### src/rtl/alu_arbiter_if.sv
// Request channel from one requester into alu_arbiter: valid/ready handshake carrying
// the operands and the 4-bit ALU opcode.
interface alu_arbiter_if #(
  parameter int unsigned WORD_SIZE = 64
) ();
  logic                 valid;
  logic                 ready;
  logic [WORD_SIZE-1:0] a;
  logic [WORD_SIZE-1:0] b;
  logic [3:0]           op;

  modport master (output valid, a, b, op, input ready);
  modport slave  (input valid, a, b, op, output ready);
endinterface

### src/rtl/alu_arbiter.sv
// Round-robin sharing of one combinational ALU between two requesters, with per-op
// multicycle timing and a buffered response. Optional divide-by-zero trap: ALU_ARB_DIV0_TRAP_EN.
module alu_arbiter #(
  parameter int unsigned WORD_SIZE  = 64,
  parameter int unsigned MUL_CYCLES = 4,
  parameter int unsigned DIV_CYCLES = 16
) (
  input  logic                 clk,
  input  logic                 rst,
  alu_arbiter_if.slave         req0_if,
  alu_arbiter_if.slave         req1_if,
  output logic [WORD_SIZE-1:0] alu_a_o,
  output logic [WORD_SIZE-1:0] alu_b_o,
  output logic [3:0]           alu_op_o,
  input  logic [WORD_SIZE-1:0] alu_out_i,
  output logic                 resp_valid_o,
  input  logic                 resp_ready_i,
  output logic                 resp_id_o,
  output logic [WORD_SIZE-1:0] resp_data_o,
`ifdef ALU_ARB_DIV0_TRAP_EN
  output logic                 resp_err_o,
`endif
  output logic                 busy_o
);

  localparam logic [3:0] AluMul = 4'd10;
  localparam logic [3:0] AluDiv = 4'd11;
  localparam logic [3:0] AluMod = 4'd12;

  localparam int unsigned MaxCycles = (MUL_CYCLES > DIV_CYCLES) ? MUL_CYCLES : DIV_CYCLES;
  localparam int unsigned CntW      = $clog2(MaxCycles + 1);

  localparam logic [1:0] StIdle = 2'd0;
  localparam logic [1:0] StExec = 2'd1;
  localparam logic [1:0] StResp = 2'd2;

  logic [1:0]           state_q, state_d;
  logic                 rr_q, rr_d;
  logic [CntW-1:0]      cnt_q, cnt_d;
  logic [WORD_SIZE-1:0] a_q, a_d, b_q, b_d;
  logic [3:0]           op_q, op_d;
  logic                 id_q, id_d;
  logic [WORD_SIZE-1:0] data_q, data_d;
  logic                 rvalid_q, rvalid_d;

  logic                 idle, gnt0, gnt1, accept;
  logic [WORD_SIZE-1:0] sel_a, sel_b;
  logic [3:0]           sel_op;
  logic [CntW-1:0]      sel_cnt;

  // Ready is gated by rst so nothing looks accepted while reset is held.
  assign idle          = (state_q == StIdle) && !rst;
  assign gnt0          = idle && req0_if.valid && !(req1_if.valid && rr_q);
  assign gnt1          = idle && req1_if.valid && !(req0_if.valid && !rr_q);
  assign req0_if.ready = gnt0;
  assign req1_if.ready = gnt1;
  assign accept        = gnt0 || gnt1;

  assign sel_a  = gnt1 ? req1_if.a  : req0_if.a;
  assign sel_b  = gnt1 ? req1_if.b  : req0_if.b;
  assign sel_op = gnt1 ? req1_if.op : req0_if.op;

`ifdef ALU_ARB_DIV0_TRAP_EN
  logic err_q, err_d;
  logic div0_q, div0_d;
  logic sel_div0;

  assign sel_div0 = ((sel_op == AluDiv) || (sel_op == AluMod)) && (sel_b == '0);
`endif

  // Counter preload is latency minus one; everything not MUL/DIV/MOD takes one cycle.
  always_comb begin
    sel_cnt = '0;
    unique case (sel_op)
      AluMul:         sel_cnt = CntW'(MUL_CYCLES - 1);
      AluDiv, AluMod: sel_cnt = CntW'(DIV_CYCLES - 1);
      default:        sel_cnt = '0;
    endcase
`ifdef ALU_ARB_DIV0_TRAP_EN
    if (sel_div0) sel_cnt = '0;
`endif
  end

  always_comb begin
    state_d  = state_q;
    rr_d     = rr_q;
    cnt_d    = cnt_q;
    a_d      = a_q;
    b_d      = b_q;
    op_d     = op_q;
    id_d     = id_q;
    data_d   = data_q;
    rvalid_d = rvalid_q;
`ifdef ALU_ARB_DIV0_TRAP_EN
    err_d    = err_q;
    div0_d   = div0_q;
`endif
    unique case (state_q)
      StIdle: begin
        if (accept) begin
          a_d     = sel_a;
          b_d     = sel_b;
          op_d    = sel_op;
          id_d    = gnt1;
          rr_d    = !gnt1;
          cnt_d   = sel_cnt;
          state_d = StExec;
`ifdef ALU_ARB_DIV0_TRAP_EN
          div0_d  = sel_div0;
`endif
        end
      end
      StExec: begin
        if (cnt_q == '0) begin
          data_d   = alu_out_i;
          rvalid_d = 1'b1;
          state_d  = StResp;
`ifdef ALU_ARB_DIV0_TRAP_EN
          err_d    = div0_q;
          if (div0_q) data_d = '1;
`endif
        end else begin
          cnt_d = cnt_q - CntW'(1);
        end
      end
      StResp: begin
        if (resp_ready_i) begin
          rvalid_d = 1'b0;
          state_d  = StIdle;
        end
      end
      default: state_d = StIdle;
    endcase
  end

  always_ff @(posedge clk or posedge rst) begin
    if (rst) begin
      state_q  <= StIdle;
      rr_q     <= 1'b0;
      cnt_q    <= '0;
      a_q      <= '0;
      b_q      <= '0;
      op_q     <= '0;
      id_q     <= 1'b0;
      data_q   <= '0;
      rvalid_q <= 1'b0;
`ifdef ALU_ARB_DIV0_TRAP_EN
      err_q    <= 1'b0;
      div0_q   <= 1'b0;
`endif
    end else begin
      state_q  <= state_d;
      rr_q     <= rr_d;
      cnt_q    <= cnt_d;
      a_q      <= a_d;
      b_q      <= b_d;
      op_q     <= op_d;
      id_q     <= id_d;
      data_q   <= data_d;
      rvalid_q <= rvalid_d;
`ifdef ALU_ARB_DIV0_TRAP_EN
      err_q    <= err_d;
      div0_q   <= div0_d;
`endif
    end
  end

  assign alu_a_o      = a_q;
  assign alu_b_o      = b_q;
  assign alu_op_o     = op_q;
  assign resp_valid_o = rvalid_q;
  assign resp_id_o    = id_q;
  assign resp_data_o  = data_q;
  assign busy_o       = (state_q != StIdle);
`ifdef ALU_ARB_DIV0_TRAP_EN
  assign resp_err_o   = err_q;
`endif

endmodule

### src/flat_wrapper.sv
// flat-port wrapper written by rule: the top's interface ports become plain ports
module alu_arbiter_flat 
#(
  parameter int unsigned WORD_SIZE  = 64,
  parameter int unsigned MUL_CYCLES = 4,
  parameter int unsigned DIV_CYCLES = 16
)
  (clk, rst, alu_a_o, alu_b_o, alu_op_o, alu_out_i, resp_valid_o, resp_ready_i, resp_id_o, resp_data_o, busy_o, req0_if_valid, req0_if_a, req0_if_b, req0_if_op, req0_if_ready, req1_if_valid, req1_if_a, req1_if_b, req1_if_op, req1_if_ready);
  alu_arbiter_if #(.WORD_SIZE(WORD_SIZE)) req0_if_i ();
  alu_arbiter_if #(.WORD_SIZE(WORD_SIZE)) req1_if_i ();
  input  logic clk;
  input  logic rst;
  output logic [WORD_SIZE-1:0] alu_a_o;
  output logic [WORD_SIZE-1:0] alu_b_o;
  output logic [3:0] alu_op_o;
  input  logic [WORD_SIZE-1:0] alu_out_i;
  output logic resp_valid_o;
  input  logic resp_ready_i;
  output logic resp_id_o;
  output logic [WORD_SIZE-1:0] resp_data_o;
  output logic busy_o;
  input wire logic [$bits(req0_if_i.valid)-1:0] req0_if_valid;
  input wire logic [$bits(req0_if_i.a)-1:0] req0_if_a;
  input wire logic [$bits(req0_if_i.b)-1:0] req0_if_b;
  input wire logic [$bits(req0_if_i.op)-1:0] req0_if_op;
  output wire logic [$bits(req0_if_i.ready)-1:0] req0_if_ready;
  input wire logic [$bits(req1_if_i.valid)-1:0] req1_if_valid;
  input wire logic [$bits(req1_if_i.a)-1:0] req1_if_a;
  input wire logic [$bits(req1_if_i.b)-1:0] req1_if_b;
  input wire logic [$bits(req1_if_i.op)-1:0] req1_if_op;
  output wire logic [$bits(req1_if_i.ready)-1:0] req1_if_ready;
  assign req0_if_i.valid = req0_if_valid;
  assign req0_if_i.a = req0_if_a;
  assign req0_if_i.b = req0_if_b;
  assign req0_if_i.op = req0_if_op;
  assign req0_if_ready = req0_if_i.ready;
  assign req1_if_i.valid = req1_if_valid;
  assign req1_if_i.a = req1_if_a;
  assign req1_if_i.b = req1_if_b;
  assign req1_if_i.op = req1_if_op;
  assign req1_if_ready = req1_if_i.ready;
  alu_arbiter #(.WORD_SIZE(WORD_SIZE), .MUL_CYCLES(MUL_CYCLES), .DIV_CYCLES(DIV_CYCLES)) u_core (.clk(clk), .rst(rst), .req0_if(req0_if_i), .req1_if(req1_if_i), .alu_a_o(alu_a_o), .alu_b_o(alu_b_o), .alu_op_o(alu_op_o), .alu_out_i(alu_out_i), .resp_valid_o(resp_valid_o), .resp_ready_i(resp_ready_i), .resp_id_o(resp_id_o), .resp_data_o(resp_data_o), .busy_o(busy_o));
endmodule
### config.mk
export PLATFORM = sky130hd
export DESIGN_NAME = alu_arbiter_flat
export DESIGN_NICKNAME = d
export VERILOG_FILES = /design/src/rtl/alu_arbiter_if.sv /design/src/rtl/alu_arbiter.sv /design/src/flat_wrapper.sv
export SDC_FILE = /design/constraint.sdc
export NUM_CORES = 1
export LEC_CHECK = 0
export BUFFER_PORTS_ARGS = -buffer_cell sky130_fd_sc_hd__clkbuf_2
export CAP_MARGIN = 20
export CORE_AREA = 4 4 203 205
export DETAILED_ROUTE_END_ITERATION = 6
export DIE_AREA = 0 0 207 209
export SLEW_MARGIN = 30
export SYNTH_ARGS = -nofsm -noshare
export SYNTH_HDL_FRONTEND = slang
export SYNTH_SLANG_ARGS = --single-unit
### constraint.sdc
create_clock -name clk -period 20.3 [get_ports clk]
set_clock_uncertainty 0.1 [all_clocks]
set_input_delay 6.09 -clock clk [delete_from_list [all_inputs] [get_ports clk]]
set_output_delay 6.09 -clock clk [all_outputs]
set_load 0.01 [all_outputs]
# After elaboration in Yosys (flattened, before gate mapping)
# Cells that the tools add are included.
[totals]
regBits = 206
inputBits = 333
[op_classes]
n_addsub = 1
eq_ne = 9
n_mux = 14
n_reduce_logical = 24
[op_table]
columns = ["operator", "count"]
rows = [
  ["two-way mux 64 bit", 2],
  ["equality test 4 bit, second input constant", 3],
  ["two-way mux 5 bit", 2],
  ["one-hot mux 5 bit (2 select lines)", 1],
  ["AND reduction 3 bit", 3],
  ["one-hot mux 4 bit (2 select lines)", 1],
  ["logical AND 1 bit", 7],
  ["two-way mux 2 bit", 3],
  ["one-hot mux 2 bit (3 select lines)", 1],
  ["nonzero test 2 bit", 3],
  ["logical NOT 1 bit", 5],
  ["logical NOT 5 bit", 1],
  ["subtractor 5 x 1 -> 5 bit, second input constant", 1],
  ["two-way mux 4 bit", 1],
  ["!= test 2 x 1 -> 1 bit, second input constant", 2],
  ["!= test 2 bit, second input constant", 2],
  ["AND reduction 2 bit", 2],
  ["equality test 2 x 1 -> 1 bit, second input constant", 1],
  ["equality test 2 bit, second input constant", 1],
  ["logical NOT 2 bit", 1],
  ["two-way mux 1 bit", 2],
  ["one-hot mux 1 bit (2 select lines)", 1],
  ["OR reduction 2 bit", 1],
  ["logical OR 1 bit", 1],
]

# Longest topological paths before layout
# Gate-level depths: netlist (run 1).
[logic_depth]
ltp_word = 10
depth_mapped = 8

# Worst setup path after synthesis (run 1)
# No wires, ideal clock.
[synth_path]
path_type = "input port to output port"
startpoint = "input port rst"
endpoint = "output port req0_if_ready"
t_arrival_ns = 6.791
slack_ns = 7.319
stages = 4
path_cell_list = "nor3_2 and3_1 buf_2 buf_2"
[synth_via]
elab_chain_len = 4
[synth_rtl]
columns = ["element", "line", "text"]
rows = [
  ["from (decl)", "flat_wrapper.sv:12", "input logic rst;"],
  ["logical NOT 1 bit", "alu_arbiter.sv:52", "assign idle = (state_q == StIdle) && !rst;"],
  ["logical AND 1 bit", "alu_arbiter.sv:52", ""],
  ["logical AND 1 bit (2 in series)", "alu_arbiter.sv:53", "assign gnt0 = idle && req0_if.valid && !(req1_if.valid && rr_q);"],
  ["to (decl)", "flat_wrapper.sv:26", "output wire logic [$bits(req0_if_i.ready)-1:0] req0_if_ready;"],
]
# Every way passes these cells.

# Worst setup path in the final report (run 1)
[layout_path]
startpoint = "input port rst"
endpoint = "output port req1_if_ready"
[layout_via]
elab_chain_len = 4
[layout_rtl]
columns = ["element", "line", "text"]
rows = [
  ["logical NOT 1 bit", "alu_arbiter.sv:52", ""],
  ["logical AND 1 bit", "alu_arbiter.sv:52", ""],
  ["logical AND 1 bit (2 in series)", "alu_arbiter.sv:54", "assign gnt1 = idle && req1_if.valid && !(req0_if.valid && !rr_q);"],
  ["to (decl)", "flat_wrapper.sv:31", "output wire logic [$bits(req1_if_i.ready)-1:0] req1_if_ready;"],
]
# Every way passes these cells.

==> results of run 1 <==
## worst register-to-register path, cell delays in order, from the launching register on
cell and delay, ns:
dfrtp_1 0.51, nor3_2 0.44, and3_4 0.80, buf_4 0.71
a32oi_1 0.41, o311ai_1 0.16
## logic make-up after synthesis
group,Yosys count,synth area share
and+or+nand+nor,36,0.02535
muxes,68,0.1106
adders and majority gates,2,0.002930
buffers and inverters,186,0.09143
DFF,206,0.6037
AOI/OAI and AO/OA,147,0.1660
## per-stage QoR
| step | instances | hold WS (ns) | util | cell area, um2 |
|---|---|---|---|---|
| 6_report | 1696 | 0.3874 | 0.3144 | 12410 |
| 5_1_grt | 1696 | 0.4086 | 0.3144 | 12410 |
| 4_1_cts | 1696 | 0.3903 | 0.3143 | 12400 |
| 3_5_place_dp | 1658 | 0.3775 | 0.2959 | 11680 |
| 3_3_place_gp | 1658 | 0.3707 | 0.2957 | 11670 |
| 2_1_floorplan | 645 | 0.3630 | - | 8539 |
## sequential cells by signal, indices dropped and copies added (netlist names)
register / flops
u_core.cnt_q: 5
u_core.alu_a_o: 64
u_core.resp_id_o: 1
u_core.resp_data_o: 64
u_core.alu_op_o: 4
u_core.alu_b_o: 64
u_core.rr_q: 1
u_core.state_q: 2
u_core.resp_valid_o: 1
## worst paths after layout
path                                     from                endpoint  cells past startpoint
min                        u_core.alu_b_o[49]      u_core.alu_b_o[49]                      2
min in group asynchronous                 rst  u_core.resp_data_o[34]                      2
max                                       rst           req1_if_ready                      5
min reg2reg                u_core.alu_b_o[49]      u_core.alu_b_o[49]                      2
max reg2reg                 u_core.state_q[0]         u_core.cnt_q[2]                      5
max in group asynchronous                 rst      u_core.alu_a_o[10]                      3
## routing by layer
layer  routed length, um  track usage  vias up
met3                2957      0.04053       56
met1               11510       0.1565     3666
met4                 879      0.04446        2
met5                  13            0        -
met2               14490       0.2225      510
li1                    -            -     3437
## cells in the final DEF (no fill, tap or decap), types with 2 or more instances in the layout
| cell type | n |
|---|---|
| clkbuf_2 | 533 |
| dfrtp_1 | 206 |
| inv_1 | 133 |
| a222oi_1 | 129 |
| mux2_4 | 49 |
| clkbuf_16 | 25 |
| mux2_1 | 15 |
| clkbuf_1 | 7 |
| nand2_1 | 6 |
| nor2_1 | 6 |
| buf_4 | 5 |
| mux2i_1 | 4 |
| nand3_1 | 3 |
| o21ai_1 | 3 |
| nor3b_1 | 3 |
| o21a_1 | 3 |
| clkinv_2 | 3 |
| nand2b_1 | 2 |
| nor2b_1 | 2 |
| or2_2 | 2 |
| a211o_1 | 2 |
| nor4b_1 | 2 |
| a21o_1 | 2 |
| o311ai_1 | 2 |
| o21ai_0 | 2 |
| ha_1 | 2 |
| clkbuf_8 | 2 |
## synth_stat cells
cell      number  area share
and2b_1        1     0.00088
inv_1        134       0.059
dfrtp_1      206        0.60
buf_1          2     0.00088
nor4b_2        1      0.0018
and2_1         1     0.00073
o21ai_0        2      0.0012
nor3_1         1     0.00059
ha_1           2      0.0029
nor3b_1        3      0.0026
nand3b_1       1     0.00088
inv_2          1     0.00044
o21ai_1        4      0.0023
nor4b_1        2      0.0021
a32o_1         1      0.0012
and3b_1        1      0.0010
mux2i_1        4      0.0047
nand3_1        3      0.0018
nand2_1        7      0.0031
mux2_1        15       0.020
nor2_1         6      0.0026
a21o_1         2      0.0018
or2_2          2      0.0015
buf_6          6      0.0079
a21oi_1        1     0.00059
a32oi_1        1      0.0010
a211o_1        2      0.0021
a222oi_1     129        0.15
buf_2         30       0.018
nor2b_1        2      0.0015
o311ai_1       2      0.0021
o21a_1         3      0.0026
and3_1         1     0.00073
clkbuf_1      13      0.0057
nor3_2         1      0.0012
or3b_1         1      0.0010
nand2b_1       2      0.0015
mux2_4        49       0.086
## layout make-up
cell class              count  share of cell area
clock buffers              34             0.05477
clock inverters             4            0.003631
inverters                 135             0.04165
multi-input cells         253              0.2125
flip-flops and latches    206              0.4155
well taps                 525             0.05295
repair buffers            539              0.2190
## where the power goes
group          switching (mW)  internal (mW)
Combinational           0.391          0.374
Sequential              0.132          0.613
Clock                   0.159          0.242
Total                   0.682           1.23
==> summary.md, run 1 <==
| Metric | Value |
|---|---|
| Worst Tran Pin Value | a little over 0.9 ns |
| Setup TNS Final | 0 ns |
| Vias per cell | 4.523 |
| IO buf count | approximately 530 |
| Delay of the slowest critical-path stage | just under 0.6 ns |
| 1st-pass router iterations | 7 |
| Status | finished with violations |
| Layout cells sized above 1 | 0.5363 |
| Residual DRC | 33 |
| Startpoint Class | input pin |
| Total Routing Usage GR | 0.1303 |
| Post-synthesis register bit count | about 210 |
| Final setup fails | 0 |
| Post-layout power | between 1.5 and 2 mW |
| Hold Crit Class | register to register |
| Post-CTS resize count | 0 |
| Critical-path maximum fanout | 71 |
| R2R Setup Slk | ~17 ns |
| Slew HR | 0.3948 |
| Buf+Inv Stages, Crit Path | 3 |
| Reg area | 5155 um2 |
| Die H | approximately 210 um |
| Worst Setup Slack, final | ~6.5 ns |
| CTS Sinks | approximately 210 |
| Syn Area/Cell | 13.24 um2 |
| Postcts setup bufs | 0 |
| Vias | roughly 7700 |
| WS Path Type | input pin to output port |
| Fin crit period | roughly 14 ns |
| Max Root-Sink Buffers | 3 |
| Power Dens Cells | approximately 150 nW/um2 |
| P&R area growth vs syn | 45.27% |
| Crit end category | output port |
| Top cell by count, worst path | clkbuf_2 |
| Cells along the critical path | clkbuf_2, nor3_2, nand3_1, inv_4, clkbuf_2 |
| Final max-slew violation count | 0 |
| GR Overflow Total | 0 |
| Synthesized net count | between 900 and 1000 |
| First-pass GRT wire length | about 46000 um |
| Antenna cells | 0 |
| Number of hold buffers added after cts | 0 |
| Fmax | around 72 MHz |
| Pin count of the biggest net entering global routing | 78 |
| Max VDD drop | approximately 0.086 mV |
| Final-report hold violation count | 0 |
| Synthesized area | 8539 um2 |
| Period utilization | 0.6815 |
| Place WS | 6.437 ns |
| Yosys cell types | 38 |
| # rows | 73 |
| Drt wl/cell | 17.60 um |
| Core Region | ~39000 um2 |
| Yosys warnings | 0 |
| Later-pin clock latency in the skew report | approximately 0.52 ns |
| Data required time of the worst path | roughly 14 ns |
| Vias in the first global route | between 8000 and 9000 |
| Slowest cell on the critical path | inv_4 |
| Unrepaired setup endpoints after global routing | no |
| Leak | approximately 7.1 nW |
| CTS tree | done |
| Clock Root Buffer | clkbuf_16 |
| Antenna violations before repair | 3 |
| Final ANT Viol Nets | 0 |
| RePlAce Congestion | ~0.9 |
| Critical Path AT | ~7.6 ns |
| Cells after Synth | roughly 650 |
| Die width | roughly 210 um |
| I/O pins | about 530 |
| H-Tree Depth | 1 |
| Nets | 1494 |
| Sequential element share of the synthesized area | 0.6037 |
| TritonCTS buffer count | 24 |
| Drt total wl | 29860 um |
| Max-cap violations | 0 |
| Initial cell density of the core | 0.2164 |
| Hpwl dp | roughly 23000 um |
| Top delay family on crit path | buffers and inverters |
| Area of the multi-input gates | ~2600 um2 |
| Initial drt markers | about 1100 |
| CTS clk-pin slew, worst paths | about 0.050 ns |
| Die Area | around 43000 um2 |
| Violated checks | DRC |
| Layout fillers | between 4000 and 5000 |
(Power assumes the default switching activity.)
==> inputs of run 2 (changes only) <==
==> constraint.sdc (replaced) <==
create_clock -name clk -period 12.7 [get_ports clk]
set_clock_uncertainty 0.1 [all_clocks]
set_input_delay 3.81 -clock clk [delete_from_list [all_inputs] [get_ports clk]]
set_output_delay 3.81 -clock clk [all_outputs]
set_load 0.01 [all_outputs]
==> summary.md, run 2 (same netlist as run 1, synthesis figures left out) <==
| Metric | Value |
|---|---|
| Status | finished with violations (unchanged) |
| Violated checks | DRC (unchanged) |
| # rows | 73 (unchanged) |
| NetSw | 1.101 mW (was 0.6824 mW) |
| Postcts setup bufs | 0 (unchanged) |
| P_int | 1.972 mW (was 1.229 mW) |
| Number of hold buffers added after cts | 0 (unchanged) |
| Drt wl/cell | 17.71 um (was 17.60 um) |
| CTS Sinks | 206 (unchanged) |
| Most frequent cells in the layout | clkbuf_2 (533), dfrtp_1 (206), inv_1 (133) (unchanged) |
| IO buf count | 533 (unchanged) |
| Max VDD drop | 0.1655 mV (was 0.08623 mV) |
| Sequential power share | 0.387 (was 0.390) |
| Max Root-Sink Buffers | 3 (unchanged) |
| CTS tree | done (unchanged) |
| Die Area | 43260 um2 (unchanged) |
| I/O pins | 534 (unchanged) |
| Antenna violations before repair | 4 (was 3) |
| Fmax | about 110 MHz |
| Die H | 209 um (unchanged) |
| Residual DRC | 37 (was 33) |
| Later-pin clock latency in the skew report | 0.52 ns (about the same) |
| Pin count of the biggest net entering global routing | 77 (was 78) |
| Slew HR | 0.4107 (was 0.3948) |
| Vias in the first global route | 7988 (was 8116) |
| Commonest non-fill, non-tap cell in the layout | clkbuf_2 (unchanged) |
| Power Dens Cells | 246.7 nW/um2 (was 154.1 nW/um2) |
| Nets | 1496 (was 1494) |
| CTS clk-pin slew, worst paths | 0.06 ns (was 0.05 ns) |
| Sw frac | 0.3583 (was 0.3571) |
| H-Tree Depth | 1 (unchanged) |
| Final ANT Viol Nets | 0 (unchanged) |
| Period utilization | 0.7307 |
| Critical-path maximum fanout | 69 (was 71) |
| Slowest cell on the critical path | and3_4 (was inv_4) |
| GR Overflow Total | 0 (unchanged) |
| Fin crit period | just over 9 ns |
| Drt total wl | 30090 um (was 29860 um) |
| Antenna cells | 0 (unchanged) |
| Data required time of the worst path | 8.79 ns (was 14.11 ns) |
| Setup TNS Final | 0 ns (unchanged) |
| Layout fillers | 4072 (was 4039) |
| Final-report hold violation count | 0 (unchanged) |
| Top delay family on crit path | simple AND/OR/NAND/NOR gates (was buffers and inverters) |
| Delay of the slowest critical-path stage | 0.79 ns (was 0.58 ns) |
| Leak | 7.182 nW (was 7.149 nW) |
| P&R area growth vs syn | 45.85% (was 45.27%) |
| Cells along the critical path | clkbuf_2, nor3_2, and3_4, clkbuf_2 (was clkbuf_2, nor3_2, nand3_1, inv_4, clkbuf_2) |
| Vias per cell | 4.544 (was 4.523) |
| Crit end category | output port (unchanged) |
| Vias | 7720 (was 7671) |
| Initial cell density of the core | 0.2164 (unchanged) |
| Comb power frac | 0.399 (was 0.400) |
| Post-CTS resize count | 0 (unchanged) |
| Startpoint Class | input pin (unchanged) |
| Final max-slew violation count | 0 (unchanged) |
| RePlAce Congestion | 0.9024 (was 0.9030) |
| Clk pwr share | 0.214 (was 0.210) |
| Critical Path AT | 5.37 ns (was 7.64 ns) |
| Buf+Inv Stages, Crit Path | 2 (was 3) |
| TritonCTS buffer count | 24 (unchanged) |
| Final setup fails | 0 (unchanged) |
| Layout cells sized above 1 | 0.5392 (was 0.5363) |
| Max-cap violations | 0 (unchanged) |
| Top cell by count, worst path | clkbuf_2 (unchanged) |
| Initial drt markers | 915 (was 1086) |
| Hold Crit Class | register to register (unchanged) |
| 1st-pass router iterations | 7 (unchanged) |
| Die width | 207 um (unchanged) |
| Clock Root Buffer | clkbuf_16 (unchanged) |
| Worst Tran Pin Value | 0.8839 ns (was 0.9078 ns) |
| WS Path Type | input pin to output port (unchanged) |
| Hold_ws | 0.3884 ns (was 0.3874 ns) |
| Unrepaired setup endpoints after global routing | no (unchanged) |
| First-pass GRT wire length | 46060 um (was 45930 um) |
| Total Routing Usage GR | 0.1304 (was 0.1303) |
| Hpwl dp | 22960 um (was 22840 um) |
| Core Region | 39460 um2 (unchanged) |
-- run 2: layout make-up --
type / instances / area [um2] / area share
Clock inverter: 6 / 61.31 / 0.004923
Inverter: 135 / 516.7 / 0.04149
Tap cell: 525 / 656.9 / 0.05274
Timing Repair Buffer: 541 / 2751 / 0.2209
Multi-Input combinational cell: 253 / 2628 / 0.2110
Clock buffer: 33 / 685.7 / 0.05505
Sequential cell: 206 / 5155 / 0.4139
-- run 2: path summary, 6_finish.rpt --
check / startpoint / endpoint / slack [ns] / cells after the start
max reg2reg: u_core.state_q[0] / u_core.cnt_q[3] / 9.42 / 5
max: rst / req0_if_ready / 3.42 / 4
min in group asynchronous: rst / u_core.resp_data_o[23] / 3.30 / 2
min reg2reg: u_core.alu_b_o[44] / u_core.alu_b_o[44] / 0.39 / 2
min: u_core.alu_b_o[44] / u_core.alu_b_o[44] / 0.39 / 2
max in group asynchronous: rst / u_core.alu_a_o[7] / 7.94 / 3
-- run 2: power by group through the flow --
stage / Combinational (mW) / Clock [mW] / Sequential (mW)
CTS: 1.25 / 0.685 / 1.19
detailed placement: 1.25 / 0 / 1.19
global placement: 1.22 / 0 / 1.19
floorplan: 0.606 / 0 / 1.30
finish: 1.23 / 0.659 / 1.19
global route: 1.35 / 0.711 / 1.23
-- run 2: layer usage --
layer,vias up,wire [um],share of wire,global-route usage
li1,3449,-,-,-
met1,3719,11720,0.39,0.1603
met2,492,14510,0.48,0.2190
met3,56,2976,0.099,0.03978
met4,4,850,0.028,0.04378
met5,-,30,0.0010,0
-- run 2: metrics by stage --
stage / setup slack [ns] / cell area (um2) / total power, mW / util / std cells
6_report: 3.420 / 12450 / 3.072 / 0.3156 / 1699
5_1_grt: 3.287 / 12450 / 3.287 / 0.3156 / 1699
4_1_cts: 3.399 / 12430 / 3.122 / 0.3149 / 1698
3_5_place_dp: 3.406 / 11680 / 2.439 / 0.2960 / 1659
3_3_place_gp: 3.440 / 11680 / 2.410 / 0.2959 / 1659
2_1_floorplan: 3.166 / 8539 / 1.903 / - / 645
-- run 2: tightest hold or removal path: stages (launching register included) --
cell and delay, ns:
dfrtp_1 0.34, a222oi_1 0.06, inv_1 0.05
